--- config.mk ---
export PLATFORM = sky130hd
export DESIGN_NAME = xc_rf_wb_arbiter_flat
export DESIGN_NICKNAME = d
export VERILOG_FILES = /design/src/rtl/xc_rf_wb_arbiter_if.sv /design/src/rtl/xc_rf_wb_arbiter.sv /design/src/flat_wrapper.sv
export SDC_FILE = /design/constraint.sdc
export NUM_CORES = 1
export LEC_CHECK = 0
export CELL_PAD_IN_SITES_DETAIL_PLACEMENT = 0
export CELL_PAD_IN_SITES_GLOBAL_PLACEMENT = 1
export CORE_ASPECT_RATIO = 0.9
export CORE_MARGIN = 1
export CORE_UTILIZATION = 26
export CTS_CLUSTER_DIAMETER = 80
export DETAILED_ROUTE_END_ITERATION = 10
export PLACE_DENSITY_LB_ADDON = 0.2
export SLEW_MARGIN = 20
export SYNTH_ARGS = -nofsm -noshare
export SYNTH_HDL_FRONTEND = slang
export SYNTH_SLANG_ARGS = --single-unit
--- constraint.sdc ---
create_clock -name i_clock -period 3.23 [get_ports i_clock]
set_input_delay 0.8075 -clock i_clock [delete_from_list [all_inputs] [get_ports i_clock]]
set_output_delay 0.8075 -clock i_clock [all_outputs]
set_load 0.01 [all_outputs]
--- src/rtl/xc_rf_wb_arbiter_if.sv ---
`default_nettype none
// ============================================================================
// Module  : xc_rf_wb_arbiter_if
// Brief   : Requester-side handshake bundle and register-file write port
//           shared between the write-back arbiter and its environment.
// Revision: 1.0 - initial release
// ============================================================================
interface xc_rf_wb_arbiter_if #(
    parameter int NREQ = 3,
    parameter int XLEN = 32
);
    logic [NREQ-1:0]        req_valid;
    logic [NREQ-1:0]        req_ready;
    logic [5*NREQ-1:0]      req_addr;
    logic [NREQ-1:0]        req_wide;
    logic [2*XLEN*NREQ-1:0] req_wdata;
    logic                   rd_wen;
    logic [4:0]             rd_addr;
    logic [XLEN-1:0]        rd_wdata;
    logic                   busy;

    modport master (
        output req_valid, req_addr, req_wide, req_wdata,
        input  req_ready, rd_wen, rd_addr, rd_wdata, busy
    );

    modport slave (
        input  req_valid, req_addr, req_wide, req_wdata,
        output req_ready, rd_wen, rd_addr, rd_wdata, busy
    );
endinterface
`default_nettype wire

--- src/rtl/xc_rf_wb_arbiter.sv ---
`default_nettype none
// ============================================================================
// Module  : xc_rf_wb_arbiter
// Brief   : Write-back arbiter for the GPR rd port; splits wide results into
//           even/odd pair writes. Define XC_RF_WB_ROUND_ROBIN_EN for
//           round-robin arbitration (fixed lowest-index priority otherwise).
// Revision: 1.0 - initial release
// ============================================================================
module xc_rf_wb_arbiter #(
    parameter int NREQ = 3,
    parameter int XLEN = 32
) (
    input  logic                  i_clock,
    input  logic                  i_resetn,
    xc_rf_wb_arbiter_if.slave     bus
);

    localparam int c_IDX_W = (NREQ > 1) ? $clog2(NREQ) : 1;

    typedef enum logic [0:0] {
        S_IDLE = 1'b0,
        S_HIGH = 1'b1
    } state_t;

    state_t                 r_state;
    state_t                 w_state_nxt;

    logic                   r_rd_wen;
    logic [4:0]             r_rd_addr;
    logic [XLEN-1:0]        r_rd_wdata;
    logic [4:0]             r_hi_addr;
    logic [XLEN-1:0]        r_hi_wdata;

    logic                   w_rd_wen_nxt;
    logic [4:0]             w_rd_addr_nxt;
    logic [XLEN-1:0]        w_rd_wdata_nxt;
    logic [4:0]             w_hi_addr_nxt;
    logic [XLEN-1:0]        w_hi_wdata_nxt;

    logic                   w_found;
    logic [c_IDX_W-1:0]     w_grant_idx;
    logic                   w_fire;
    logic [NREQ-1:0]        w_ready;
    logic [4:0]             w_sel_addr;
    logic                   w_sel_wide;
    logic [2*XLEN-1:0]      w_sel_wdata;
    logic [4:0]             w_lo_addr;

`ifdef XC_RF_WB_ROUND_ROBIN_EN
    logic [c_IDX_W-1:0]     r_ptr;

    // Search begins just after the last granted requester.
    always_comb begin : p_select_rr
        int v_idx;
        v_idx       = 0;
        w_found     = 1'b0;
        w_grant_idx = '0;
        for (int k = 1; k <= NREQ; k++) begin
            v_idx = (int'(r_ptr) + k) % NREQ;
            if (!w_found && bus.req_valid[v_idx]) begin
                w_found     = 1'b1;
                w_grant_idx = c_IDX_W'(v_idx);
            end
        end
    end

    always_ff @(posedge i_clock) begin
        if (!i_resetn) begin
            r_ptr <= '0;
        end else if (w_fire) begin
            r_ptr <= w_grant_idx;
        end
    end
`else
    always_comb begin : p_select_fixed
        w_found     = 1'b0;
        w_grant_idx = '0;
        for (int k = 0; k < NREQ; k++) begin
            if (!w_found && bus.req_valid[k]) begin
                w_found     = 1'b1;
                w_grant_idx = c_IDX_W'(k);
            end
        end
    end
`endif

    assign w_fire      = w_found && (r_state == S_IDLE) && i_resetn;
    assign w_ready     = w_fire ? ({{(NREQ-1){1'b0}}, 1'b1} << w_grant_idx) : '0;

    assign w_sel_addr  = bus.req_addr[int'(w_grant_idx)*5 +: 5];
    assign w_sel_wide  = bus.req_wide[w_grant_idx];
    assign w_sel_wdata = bus.req_wdata[int'(w_grant_idx)*2*XLEN +: 2*XLEN];
    assign w_lo_addr   = w_sel_wide ? {w_sel_addr[4:1], 1'b0} : w_sel_addr;

    always_comb begin : p_fsm_next
        w_state_nxt    = r_state;
        w_rd_wen_nxt   = 1'b0;
        w_rd_addr_nxt  = r_rd_addr;
        w_rd_wdata_nxt = r_rd_wdata;
        w_hi_addr_nxt  = r_hi_addr;
        w_hi_wdata_nxt = r_hi_wdata;
        case (r_state)
            S_IDLE: begin
                if (w_fire) begin
                    w_rd_addr_nxt  = w_lo_addr;
                    w_rd_wdata_nxt = w_sel_wdata[XLEN-1:0];
                    w_rd_wen_nxt   = (w_lo_addr != 5'd0);
                    if (w_sel_wide) begin
                        w_hi_addr_nxt  = {w_sel_addr[4:1], 1'b1};
                        w_hi_wdata_nxt = w_sel_wdata[2*XLEN-1:XLEN];
                        w_state_nxt    = S_HIGH;
                    end
                end
            end
            S_HIGH: begin
                // Odd register of a pair is never x0, so the write is unconditional.
                w_rd_wen_nxt   = 1'b1;
                w_rd_addr_nxt  = r_hi_addr;
                w_rd_wdata_nxt = r_hi_wdata;
                w_state_nxt    = S_IDLE;
            end
            default: begin
                w_state_nxt = S_IDLE;
            end
        endcase
    end

    always_ff @(posedge i_clock) begin
        if (!i_resetn) begin
            r_state    <= S_IDLE;
            r_rd_wen   <= 1'b0;
            r_rd_addr  <= 5'd0;
            r_rd_wdata <= '0;
            r_hi_addr  <= 5'd0;
            r_hi_wdata <= '0;
        end else begin
            r_state    <= w_state_nxt;
            r_rd_wen   <= w_rd_wen_nxt;
            r_rd_addr  <= w_rd_addr_nxt;
            r_rd_wdata <= w_rd_wdata_nxt;
            r_hi_addr  <= w_hi_addr_nxt;
            r_hi_wdata <= w_hi_wdata_nxt;
        end
    end

    assign bus.req_ready = w_ready;
    assign bus.rd_wen    = r_rd_wen;
    assign bus.rd_addr   = r_rd_addr;
    assign bus.rd_wdata  = r_rd_wdata;
    assign bus.busy      = (r_state == S_HIGH);

endmodule
`default_nettype wire

--- src/flat_wrapper.sv ---
// flat-port wrapper written by rule: the top's interface ports become plain ports
module xc_rf_wb_arbiter_flat 
#(
    parameter int NREQ = 3,
    parameter int XLEN = 32
)
  (i_clock, i_resetn, bus_req_valid, bus_req_addr, bus_req_wide, bus_req_wdata, bus_req_ready, bus_rd_wen, bus_rd_addr, bus_rd_wdata, bus_busy);
  xc_rf_wb_arbiter_if #(.NREQ(NREQ), .XLEN(XLEN)) bus_i ();
  input  logic i_clock;
  input  logic i_resetn;
  input wire logic [$bits(bus_i.req_valid)-1:0] bus_req_valid;
  input wire logic [$bits(bus_i.req_addr)-1:0] bus_req_addr;
  input wire logic [$bits(bus_i.req_wide)-1:0] bus_req_wide;
  input wire logic [$bits(bus_i.req_wdata)-1:0] bus_req_wdata;
  output wire logic [$bits(bus_i.req_ready)-1:0] bus_req_ready;
  output wire logic [$bits(bus_i.rd_wen)-1:0] bus_rd_wen;
  output wire logic [$bits(bus_i.rd_addr)-1:0] bus_rd_addr;
  output wire logic [$bits(bus_i.rd_wdata)-1:0] bus_rd_wdata;
  output wire logic [$bits(bus_i.busy)-1:0] bus_busy;
  assign bus_i.req_valid = bus_req_valid;
  assign bus_i.req_addr = bus_req_addr;
  assign bus_i.req_wide = bus_req_wide;
  assign bus_i.req_wdata = bus_req_wdata;
  assign bus_req_ready = bus_i.req_ready;
  assign bus_rd_wen = bus_i.rd_wen;
  assign bus_rd_addr = bus_i.rd_addr;
  assign bus_rd_wdata = bus_i.rd_wdata;
  assign bus_busy = bus_i.busy;
  xc_rf_wb_arbiter #(.NREQ(NREQ), .XLEN(XLEN)) u_core (.i_clock(i_clock), .i_resetn(i_resetn), .bus(bus_i));
endmodule
==> impl_results.md <==
* HP Class: reg2reg
* H-tree lvl count at 3
* Max-slew violation total from the final report at 0
* Normalized max-slew margin at 55.4%
* Share of total power in combinational logic at 26.4%
* Mapped cell area at 4380 sq um
* Largest vdd supply drop at 0.268 mV
* Kind of capture point of the worst setup path: output pin
* Drt total wl at 17,500 microns
* Most frequent cells in the layout: clkdlybuf4s50_1, nand2_1, dfxtp_1, a21oi_1, nor2_1
* Max FO, Critical Path at 12
* Overall Power at 2.88 mW
* Avg WL per Cell at 17.5 microns
* ANT cells at 0
* Maximum number of buffers from clock root to sink at 2
* Global placement routability congestion at 0.832
* CTS Buf Count at 9
* Proportion of total power due to net switching at 26.5%
* Drt via density at 5.07
* Total number of vias at 5,067
* Most common library cell in the layout ignoring fill and taps: clkdlybuf4s50_1
* Initial antenna violation count at 0
* Top-level I/O count at 257
* Placed wire-length estimate after detailed placement at 12,600 microns
* Setup crit start kind: primary input
* Reg clk slew, reported paths at 0.06 ns
* Row cnt at 44
* Number of I/O port buffers at 256
* Height of the die at 125 microns
* Final routed DRC violation total at 19
* Synthesis-to-finish area growth at 72.5%
* Part of the cycle the worst path needs at 95.1%
* Crit path DAT at 2.26 ns
* Floorplan die area at 17,400 sq um
* Number of nets produced by synthesis at 771
* # nets final at 1,002
* Part of the Yosys area used for sequential elements at 34.7%
* Width of the chip at 139 microns
* Hold-fix buffer count after cts at 0
* Post-DP Area at 7240 sq um
* Part of the power in the clock network at 37.5%
* Power per Cell Area at 381 nW/um^2
* Pre-Repair DR Iteration Count at 9
* Leak pwr at 2.84 nW
* Leading post-synthesis cells by cell area: dfxtp_1, nand2_1, a2111o_1, mux2i_1, a21o_1
* Synth top area share at 34.7%
* Maximum frequency from static timing analysis at 326 MHz
* Final hold viol count at 0
* Total Routing Usage GR at 20.3%
* Vias in the first global route at 5,116
* Core Box Area at 16,300 sq um
* Clock tree from TritonCTS: built
* RSZ-0062 raised after global routing: false
* Number of setup violations in the final report at 0
* Fraction of layout instances using a drive strength above 1 at 7.07%
* Overflow left after global routing at 0
* Count of nets left with antenna violations after detail routing at 0
* Tightest hold margin at 0.477 ns
* Relative contribution of sequential cells to total power at 36.1%
* Number of design-rule violations left by the first detailed-router iteration at 230
* Maximum number of pins on one net before global-route repair at 70
* Transition time of the tightest slew-check pin at 0.670 ns
* Global-route wire length before repair at 27,700 microns
* Clk sink count at 76
* Distinct cells, synth at 36
* Setup skew after layout at 0.00706 ns
* Largest area contributor in the netlist: dfxtp_1
* Violated checks: DRC
* Post-Synthesis Mean Instance Area at 7.88 sq um
* Syn. warnings at 0
* Initial cell density of the core at 26.9%
* Cells after synthesis at 556
* Net switching power figure at 0.762 mW
* Post-layout instance area at 7560 sq um
* Clock latency on the worst-skew pair at 0.34 ns
* Flip-flop and latch count after synthesis at 76
* Category of the most critical setup path: in2out
* Max capacitance violation total at 0
* Clock root buffer: clkbuf_16
* Status: finished with violations
* Required time of the critical path at 2.42 ns
* Time the final worst path needs with I/O delays and setup at 3.07 ns
* Internal at 2.12 mW
logic make-up (layout without fill, tap and decap cells):
family,Yosys count,after routing,share of synthesized area [%]
multiplexers,33,33,7.54
buffers and inverters,60,296,5.74
flip-flops,76,76,34.7
AO/OA/AOI/OAI,227,227,36.7
AND/OR/NAND/NOR,160,160,15.3
per-layer routing:
metal  GRT usage (%)  part of all wire, %  wire length (microns)  up-vias
met4            5.88                  1.4                    236        0
met2            35.7                   48                   8470      203
met5               0                    0                      0        -
met3            6.01                  8.7                   1520       16
met1            23.9                   41                   7250     2326
li1                -                    -                      -     2522
power groups by stage:
stage / combinational (mW) / sequential, mW / clock (mW)
floorplan: 0.287 / 1.07 / 0
global placement: 0.759 / 1.06 / 0
detailed placement: 0.767 / 1.06 / 0
CTS: 0.771 / 1.04 / 1.11
global route: 0.825 / 1.05 / 1.15
finish: 0.762 / 1.04 / 1.08
cell usage after synthesis:
library cell,instances
nand2_1,104
a221oi_2,1
or3_1,1
buf_2,12
mux2i_1,33
a22oi_1,32
o21a_1,1
or4_1,1
o221a_2,5
nor2b_1,2
buf_4,1
dfxtp_1,76
o21ai_0,29
and2_2,1
inv_1,1
and4bb_2,1
o21bai_2,1
nand2b_1,1
or3b_1,1
a31oi_1,32
a21o_1,32
o21ba_2,1
nand2b_2,1
or4b_1,4
a2111o_1,32
clkinv_1,1
a2111oi_0,2
o21ai_1,12
a21oi_1,45
a221o_1,2
buf_6,1
buf_1,2
clkbuf_1,42
nor3_1,1
nor2_1,38
nand3_1,4
worst max-delay path, stage by stage:
cell	delay [ns]
clkdlybuf4s50_1	0.49
buf_4	0.20
nand2b_4	0.10
nor2_1	0.12
clkdlybuf4s50_1	0.54
final timing paths:
| check | startpoint | endpoint | slack [ns] | cells after the start |
|---|---|---|---|---|
| setup / recovery | bus_req_valid[1] | bus_req_ready[1] | 0.16 | 5 |
| setup reg to reg | u_core.bus.busy | u_core.bus.rd_wdata[21] | 1.66 | 5 |
| hold reg to reg | u_core.r_hi_addr[0] | u_core.r_hi_addr[0] | 0.48 | 1 |
| hold / removal | u_core.r_hi_addr[0] | u_core.r_hi_addr[0] | 0.48 | 1 |
final cells by class:
type	instances	area (sq um)
well taps	207	259
fillers	1591	8740
clock buffers	10	229
inverters	2	7.51
multi-input cells	420	2660
clock inverters	6	86.3
repair buffers	278	2790
flip-flops and latches	76	1520
state kept, by name, summed over array words and instances (netlist names):
| signal | flops |
|---|---|
| u_core.bus.rd_wdata | 32 |
| u_core.r_hi_wdata | 32 |
| u_core.bus.rd_wen | 1 |
| u_core.r_hi_addr | 5 |
| u_core.bus.busy | 1 |
| u_core.bus.rd_addr | 5 |
stage by stage:
stage	worst slack (ns)	util, %	cells	setup TNS (ns)
2_1_floorplan	0.494	-	556	0
3_3_place_gp	-0.0412	44.4	983	-0.0412
6_report	0.159	46.4	999	0
3_5_place_dp	-0.0393	44.4	983	-0.0393
5_1_grt	0.0971	46.4	999	0
4_1_cts	0.157	46.4	999	0
timing repair:
item / 4_1_cts / 5_1_grt
resized for setup: 1 / 0
endpoints found under the setup margin: 1 / 0
setup buffers: 0 / 0
No activity file was read; power rests on OpenSTA's default activity.
